**src/rtl/fc_pkg.sv**
```systemverilog
// Shared definitions for the instruction-fetch controller: FSM state
// encoding, instruction size and the alignment mask for fetch targets.
package fc_pkg;

  typedef enum logic [1:0] {
    IDLE = 2'd0,
    REQ  = 2'd1,
    HOLD = 2'd2,
    ERR  = 2'd3
  } fc_state_e;

  localparam int         INSN_BYTES = 4;
  localparam logic [1:0] ALIGN_MASK = 2'b11;

  // True when the low address bits place the target on an instruction boundary.
  function automatic logic is_aligned(input logic [1:0] addr_lsbs);
    return (addr_lsbs & ALIGN_MASK) == 2'b00;
  endfunction

endpackage

```
**src/rtl/fc_watchdog.sv**
```systemverilog
// Fetch watchdog: counts cycles while enabled and flags expiry on the
// LIMIT-th consecutive enabled cycle. Used only when FC_TIMEOUT_EN is defined.
module fc_watchdog #(
  parameter int LIMIT = 16
) (
  input  logic clk,
  input  logic rst,
  input  logic clr,
  input  logic en,
  output logic expire
);

  localparam int CNT_W = (LIMIT < 2) ? 1 : $clog2(LIMIT + 1);

  logic [CNT_W-1:0] count_q;
  logic [CNT_W-1:0] count_d;

  // Clear wins over counting so a fresh entry always starts from zero.
  always_comb begin
    count_d = count_q;
    if (clr) begin
      count_d = '0;
    end else if (en) begin
      count_d = count_q + 1'b1;
    end
  end

  // Counter register.
  always_ff @(posedge clk or posedge rst) begin
    if (rst) begin
      count_q <= '0;
    end else begin
      count_q <= count_d;
    end
  end

  // The current cycle is the LIMIT-th one spent waiting.
  assign expire = en & (count_q == CNT_W'(LIMIT - 1));

endmodule

```
**src/rtl/fetch_controller.sv**
```systemverilog
// Multi-cycle instruction-fetch sequencer: issues instruction-memory
// requests at the fetch PC, pulses the external IR write enable, offers the
// instruction to decode and applies branch/jump redirects.
// Optional feature macro: FC_TIMEOUT_EN adds a fetch watchdog that raises
// fc_bus_err when memory does not answer within TIMEOUT_CYCLES.
module fetch_controller
  import fc_pkg::*;
#(
  parameter int                ADDR_W         = 32,
  parameter logic [ADDR_W-1:0] RESET_PC       = '0,
  parameter int                TIMEOUT_CYCLES = 16
) (
  input  logic              fc_clk,
  input  logic              fc_rst,
  input  logic              fc_en,
  output logic              fc_mem_req,
  output logic [ADDR_W-1:0] fc_mem_addr,
  input  logic              fc_mem_ready,
  output logic              fc_ir_wr_en,
  output logic              fc_ir_valid,
  output logic [ADDR_W-1:0] fc_pc,
  input  logic              fc_consume,
  input  logic              fc_redirect,
  input  logic [ADDR_W-1:0] fc_redirect_pc,
  output logic              fc_misalign_err,
  output logic              fc_bus_err
);

  fc_state_e         state_q, state_d;
  logic [ADDR_W-1:0] fetch_pc_q, fetch_pc_d;
  logic [ADDR_W-1:0] pc_q, pc_d;
  logic              ir_valid_q, ir_valid_d;
  logic              misalign_err_q, misalign_err_d;
  logic              bus_err_q, bus_err_d;
  logic              timeout_expire;
  logic              redirect_aligned;

  assign redirect_aligned = fc_redirect & is_aligned(fc_redirect_pc[1:0]);

`ifdef FC_TIMEOUT_EN
  // Restarts whenever the FSM is outside REQ or a redirect restarts the fetch.
  fc_watchdog #(
    .LIMIT (TIMEOUT_CYCLES)
  ) u_watchdog (
    .clk    (fc_clk),
    .rst    (fc_rst),
    .clr    ((state_q != REQ) | fc_redirect),
    .en     (state_q == REQ),
    .expire (timeout_expire)
  );
`else
  // Without the watchdog REQ waits indefinitely; the limit can never trip.
  assign timeout_expire = (TIMEOUT_CYCLES < 0);
`endif

  // Next-state logic: redirects take priority over everything except ERR.
  always_comb begin
    state_d        = state_q;
    fetch_pc_d     = fetch_pc_q;
    pc_d           = pc_q;
    ir_valid_d     = ir_valid_q;
    misalign_err_d = misalign_err_q;
    bus_err_d      = bus_err_q;

    if ((state_q != ERR) && fc_redirect) begin
      ir_valid_d = 1'b0;
      if (redirect_aligned) begin
        fetch_pc_d = fc_redirect_pc;
        state_d    = REQ;
      end else begin
        misalign_err_d = 1'b1;
        state_d        = ERR;
      end
    end else begin
      unique case (state_q)
        IDLE: begin
          if (fc_en) begin
            state_d = REQ;
          end
        end
        REQ: begin
          // fc_en is deliberately ignored: a started transfer always completes.
          if (fc_mem_ready) begin
            pc_d       = fetch_pc_q;
            ir_valid_d = 1'b1;
            state_d    = HOLD;
          end else if (timeout_expire) begin
            bus_err_d = 1'b1;
            state_d   = ERR;
          end
        end
        HOLD: begin
          if (fc_consume) begin
            fetch_pc_d = fetch_pc_q + ADDR_W'(INSN_BYTES);
            ir_valid_d = 1'b0;
            state_d    = fc_en ? REQ : IDLE;
          end
        end
        ERR: begin
          if (redirect_aligned) begin
            fetch_pc_d     = fc_redirect_pc;
            misalign_err_d = 1'b0;
            bus_err_d      = 1'b0;
            ir_valid_d     = 1'b0;
            state_d        = REQ;
          end
        end
        default: begin
          state_d = IDLE;
        end
      endcase
    end
  end

  // State and datapath registers; reset aborts any transfer immediately.
  always_ff @(posedge fc_clk or posedge fc_rst) begin
    if (fc_rst) begin
      state_q        <= IDLE;
      fetch_pc_q     <= RESET_PC;
      pc_q           <= RESET_PC;
      ir_valid_q     <= 1'b0;
      misalign_err_q <= 1'b0;
      bus_err_q      <= 1'b0;
    end else begin
      state_q        <= state_d;
      fetch_pc_q     <= fetch_pc_d;
      pc_q           <= pc_d;
      ir_valid_q     <= ir_valid_d;
      misalign_err_q <= misalign_err_d;
      bus_err_q      <= bus_err_d;
    end
  end

  // A redirect in the same cycle as ready drops the memory response.
  assign fc_ir_wr_en     = (state_q == REQ) & fc_mem_ready & ~fc_redirect;
  assign fc_mem_req      = (state_q == REQ);
  assign fc_mem_addr     = fetch_pc_q;
  assign fc_ir_valid     = ir_valid_q;
  assign fc_pc           = pc_q;
  assign fc_misalign_err = misalign_err_q;
  assign fc_bus_err      = bus_err_q;

endmodule

```
**config.mk**
```make
export PLATFORM = sky130hd
export DESIGN_NAME = fetch_controller
export DESIGN_NICKNAME = d
export VERILOG_FILES = /design/src/rtl/fc_pkg.sv /design/src/rtl/fc_watchdog.sv /design/src/rtl/fetch_controller.sv
export SDC_FILE = /design/constraint.sdc
export NUM_CORES = 1
export LEC_CHECK = 0
export BUFFER_PORTS_ARGS = -buffer_cell sky130_fd_sc_hd__buf_2
export CAP_MARGIN = 20
export CORE_MARGIN = 2
export CORE_UTILIZATION = 40
export CTS_CLUSTER_DIAMETER = 80
export DETAILED_ROUTE_END_ITERATION = 8
export PLACE_DENSITY_LB_ADDON = 0.05
export RECOVER_POWER = 100
export SYNTH_ARGS = -nofsm -noshare
export SYNTH_HDL_FRONTEND = slang
export SYNTH_SLANG_ARGS = --single-unit
export TNS_END_PERCENT = 30
```
**constraint.sdc**
```tcl
create_clock -name fc_clk -period 5.6 [get_ports fc_clk]
set_input_delay 0.28 -clock fc_clk [delete_from_list [all_inputs] [get_ports fc_clk]]
set_output_delay 0.28 -clock fc_clk [all_outputs]
set_load 0.02 [all_outputs]
```
Word-level counts from Yosys, hierarchy flattened
Index checks and enable logic that the tools add are counted.
Widths: inputs -> output; s select.
{"block": "op_classes", "n_addsub": 1, "eq_ne": 9, "mux": 20, "n_bitwise": 5, "n_reduce_logical": 12}
{"operator": "$mux 32", "count": 3}
{"operator": "$pmux 32 s2", "count": 1}
{"operator": "$add 32x3->32 const B", "count": 1}
{"operator": "$mux 2", "count": 6}
{"operator": "$ne 3x3->1 const B", "count": 3}
{"operator": "$mux 1", "count": 8}
{"operator": "$pmux 2 s4", "count": 1}
{"operator": "$reduce_and 4->1", "count": 2}
{"operator": "$reduce_and 3->1", "count": 2}
{"operator": "$eq 2x2->1 const B", "count": 2}
{"operator": "$logic_not 2->1", "count": 2}
{"operator": "$ne 2x2->1 const B", "count": 2}
{"operator": "$reduce_bool 2->1", "count": 2}
{"operator": "$reduce_bool 4->1", "count": 1}
{"operator": "$and 1x1->1", "count": 3}
{"operator": "$ne 3x1->1 const B", "count": 1}
{"operator": "$pmux 1 s3", "count": 1}
{"operator": "$reduce_bool 3->1", "count": 1}
{"operator": "$eq 2x1->1 const B", "count": 1}
{"operator": "$not 1->1", "count": 2}
{"operator": "$reduce_and 2->1", "count": 1}
{"operator": "$logic_and 1x1->1", "count": 1}
{"block": "word_totals", "regBits": 68, "input_bits": 38, "output_inout_bits": 69, "wordCells": 52}

Longest topological paths before layout
{"block": "depth", "depth_word": 5, "depth_mapped": 7, "depth_no_buf": 6}

Worst setup path after synthesis
No wires, ideal clock.
{"block": "synth_timing", "path_kind": "register -> register", "from": "register state_q[0]", "to": "register pc_q[10], in the netlist fc_pc[10]", "setup_time_ns": 0.125, "t_arrival_ns": 1.964, "required_ns": 5.475, "slack_ns": 3.511, "stages_incl_launch_ff": 7, "path_buffers": 2, "period_less_slack_ns": 2.089, "path_cell_list": "dfrtp_1 -> buf_2 -> nor2b_1 -> nand2_1 -> nor2_1 -> buf_2 -> mux2_2"}
{"block": "synth_via", "word_cells_on_any_way": 5, "classes_between": "eq/ne: 2; bitwise: 1; reduce/logical: 2"}
{"element": "from (decl)", "line": "fetch_controller.sv:29", "rtl": "fc_state_e state_q, state_d;"}
{"element": "from (signal assigned)", "line": "fetch_controller.sv:125", "rtl": "state_q <= state_d;"}
{"element": "$eq 2x1->1"}
{"element": "net fc_mem_req", "line": "fetch_controller.sv:16", "rtl": "output logic fc_mem_req,"}
{"element": "$reduce_and 3->1 (no source line)"}
{"element": "to (signal assigned)", "line": "fetch_controller.sv:127", "rtl": "pc_q <= pc_d;"}
{"element": "to (decl)", "line": "fetch_controller.sv:31", "rtl": "logic [ADDR_W-1:0] pc_q, pc_d;"}
The timed path passes the listed nets, and every way through them passes these cells.
A chain may end at the register's enable or synchronous reset.

Worst setup path after layout
{"block": "layout_timing", "from": "register fetch_pc_q[7], in the netlist fc_mem_addr[7]", "to": "register fetch_pc_q[25], in the netlist fc_mem_addr[25]"}
{"block": "layout_via", "elab_chain_len": 4}
{"element": "from (decl)", "line": "fetch_controller.sv:30", "rtl": "logic [ADDR_W-1:0] fetch_pc_q, fetch_pc_d;"}
{"element": "from (signal assigned)", "line": "fetch_controller.sv:126", "rtl": "fetch_pc_q <= fetch_pc_d;"}
{"element": "$add 32x3->32", "line": "fetch_controller.sv:94", "rtl": "fetch_pc_d = fetch_pc_q + ADDR_W'(INSN_BYTES);"}
{"element": "$mux 32", "line": "fetch_controller.sv:93", "rtl": "if (fc_consume) begin"}
{"element": "$pmux 32 s2", "line": "fetch_controller.sv:75", "rtl": "unique case (state_q)"}
{"element": "$mux 32", "line": "fetch_controller.sv:65", "rtl": "if ((state_q != ERR) && fc_redirect) begin"}
Every way passes these cells. The select of a mux whose other input is x is not followed.

==> summary.md <==
The flow ran to the end, and the final reports show no timing, DRC or antenna violations. The worst path meets setup with 2730 ps of slack. The multi-input combinational cells in the finished layout cover a total of 1530 sq um.

Sorting the synthesized cells by how often they occur yields sky130_fd_sc_hd__dfrtp_1 (68), sky130_fd_sc_hd__a21oi_1 (33), sky130_fd_sc_hd__mux2_2 (32). The number of gates resized after cts came out at 0. The cell count after synthesis came out at 326. The count of endpoints failing hold in the final timing report is 0, and the average cell area after synthesis is 10.4 sq um.

The max-slew violation count is 0, and the net count after synthesis is 365. The post-synthesis cell area was 3380 sq um; the I/O pin count was 107. The run gives 2793 as the via count of the first global-routing pass. The number of input and output port buffers inserted came out at 105.

The xor and xnor area share after synthesis is 0%, and the number of filler cells placed in the layout is 837. The final route contains 3002 vias. Max-cap violations in this run came to 0.

Summing the areas of all compound-gate instances in the mapped netlist gives 17.3% of the synthesized area. The later pin in the worst-skew pair is clocked with a latency of 350 ps. The largest total area in the synthesized netlist belongs to sky130_fd_sc_hd__dfrtp_1. Number of sinks on the clock net: 68.

The initialized floorplan defines 33 standard-cell rows. The min-delay analysis places its worst path in the category input port to asynchronous set/reset pin. The tools report the post-detailed-placement half-perimeter wirelength as 6450 microns.

TritonCTS built the clock tree. The run gives 4070 sq um as the final cell area excluding filler cells. The number of distinct library cell variants in the gate-level netlist after synthesis is 51, and the area inside the core boundary is 8220 sq um. For the all-layer global routing usage, the log shows 21.0%.

The worst ir drop on vdd was 0.000203 V. The clock tree buffer depth came out at 2. Pin count of the biggest net entering global routing: 69. Setup violations remaining at the end of the flow were counted as 0. Cells fill 49.5% of the core in the end.

Timing would allow up to 348 MHz. After synthesis, flip-flops and latches occupy 50.4% of the total area. The final global-route overflow total is 0. The routed design could run at a clock period as short as 2870 ps.

Ratio of cells with drive above 1 in the final layout: 21.6%. After synthesis, the cell types taking the most area are sky130_fd_sc_hd__dfrtp_1 (50%), sky130_fd_sc_hd__mux2_2 (11%), sky130_fd_sc_hd__a21oi_1 (4.9%). After detailed routing, the total wire length is 9400 microns.

The most instantiated flip-flop cell in the synthesis netlist was sky130_fd_sc_hd__dfrtp_1. The tools report the floorplan die area as 9190 sq um. The post-synthesis simple-gate area fraction was 17.6%. The wire length of the first global-routing pass is 14400 microns.

Yosys mapped a number of flops with a built-in enable equal to 0. STA puts the critical path data arrival time at 3110 ps. The average wire length per cell after detail routing is 17.5 microns, and the number of vias per cell is 5.60. The run gives 29.8% as the met1 track demand over resource in global routing. In this run the tightest slew margin relative to its limit is 17.7%.

The height of the die was 95.9 microns. 0 antenna diodes ended up in the layout. Between clock sinks in the finished design, the worst skew comes to 5.37 ps.

The maximum fanout along the worst path is 8, and the starting density of the core is 41.1%. In this run, synthesis produced a sequential element count of 68. The smallest hold slack was 155 ps; the number of warnings printed during yosys synthesis was 0. In this run, the number of DRC markers left after iteration 0 of detailed routing was 156. The share of synthesized flip-flops with an asynchronous set or reset is 100%. The sum of negative setup slack is 0 ps. The worst setup path is launched from a register. The period utilization is 51.3%. The tree is rooted in a sky130_fd_sc_hd__clkbuf_8.

Setup repair after global routing left no endpoint under its margin. By area, the combinational part of the netlist is dominated by simple AND/OR/NAND/NOR gates. For met2 alone, demand over resource in global routing was 31.4%.

The tools report the number of nets still failing antenna checks after routing as 0. The tools report the routability-driven placement congestion ratio as 0.789. The static power due to leakage came out at 0.00168 uW.

In this run the power density over the cells is 454 nW/um^2. For the number of levels the H-tree was split into, the log shows 3. Before CTS, the worst setup slack after placement is 3010 ps. The tools report the kind of end point of the critical path as a register. The sequential cell area in the final layout was 1700 sq um; the required time of the critical path was 5840 ps.

The layout overhead on the synthesized area is 20.6%, and the horizontal die dimension is 95.9 microns. The share of synthesized area in the top cell type comes to 50.4%. Measured against the total synthesized area, the mux share comes to 11.0%.

The pre-antenna-repair detailed-routing pass consisted of 4 iterations. The worst setup path is of the register to register kind. The met3 global-route usage is 4.23%. The net count of the finished layout is 466. The cell area reported after detailed placement was 3980 sq um. The total of hold buffers inserted after clock tree synthesis is 0. Buffers inserted during post-CTS setup optimization: 0. Most utilized layer in the global route result: met2.

At the pin with the least slew margin, the transition time is 1220 ps. Among all cell types in the netlist, the one instantiated most often is sky130_fd_sc_hd__dfrtp_1. Clock tree synthesis inserted a total of 9 buffers.

The initial antenna violation count is 0. DRC violation count after routing: 0. The clock input transition at the sequential cells of the worst setup and hold paths was 70 ps; the area share of fa/ha/maj cells after synthesis was 0.371%.
-- worst max-delay path: stages (launching register included) --
cell                      delay, ps
sky130_fd_sc_hd__dfrtp_1        480
sky130_fd_sc_hd__nand4_1        350
sky130_fd_sc_hd__nor4_1        1120
sky130_fd_sc_hd__nand3_4        180
sky130_fd_sc_hd__o211a_1        270
sky130_fd_sc_hd__or3_1          350
-- cell families after synthesis --
kind of cell	after synthesis
flops	68
other cells	1
simple gates	105
fa+ha+maj	1
buf+inv	26
mux	33
compound gates	92
-- sequential cells by signal (all words and copies together) (netlist names) --
name             flops
state_q              2
fc_pc               32
fc_ir_valid          1
fc_misalign_err      1
fc_mem_addr         32
-- routing by layer --
metal / vias up / routed length (microns)
li1: 1435 / -
met1: 1442 / 4330
met2: 112 / 4270
met3: 13 / 630
met4: 0 / 167
met5: - / 0
-- power by group --
group	leakage, uW	switching, uW	internal [uW]
Clock	0.0000986	181	206
Sequential	0.000788	152	659
Combinational	0.000790	424	227
-- cell usage in the layout (no fill, tap or decap), drive strengths merged, types with 3 or more instances in the layout --
cell type  synthesis  final
nor2              24     24
and4               5      5
a21o               6      6
dfrtp             68     68
buf                8     40
inv                6      6
nand4              7      7
and3               4      4
nand3             15     15
nand2             20     20
mux2              32     32
clkbuf            12     84
nor4               4      4
a21oi             33     33
nor2b              3      3
or2                4      4
a311oi             6      6
a211oi             5      5
nor3               8      8
o22ai             18     18
o21ai             11     11
-- layout make-up --
type	count	area share (%)
inverter	6	0.553
multi-input combinational	232	37.7
clock inverter	1	0.123
tap	105	3.23
sequential	68	41.8
timing repair buffer	110	12.1
clock buffer	14	4.49
-- worst paths after layout --
path	to	cells after the start	slack [ps]	from
hold / removal	state_q[0]	3	160	fc_rst
setup / recovery	fc_mem_addr[25]	5	2730	fc_mem_addr[7]
setup reg to reg	fc_mem_addr[25]	5	2730	fc_mem_addr[7]
min in group fc_clk	fc_mem_addr[24]	3	160	fc_redirect_pc[24]
hold reg to reg	fc_ir_valid	1	490	fc_ir_valid
max in group asynchronous	fc_mem_addr[9]	3	4840	fc_rst
-- stage by stage --
stage          total power, uW  cells
2_1_floorplan             1260    326
3_3_place_gp              1510    519
3_5_place_dp              1530    519
4_1_cts                   1920    534
5_1_grt                   1970    536
6_report                  1850    536
(Power assumes the default switching activity.)
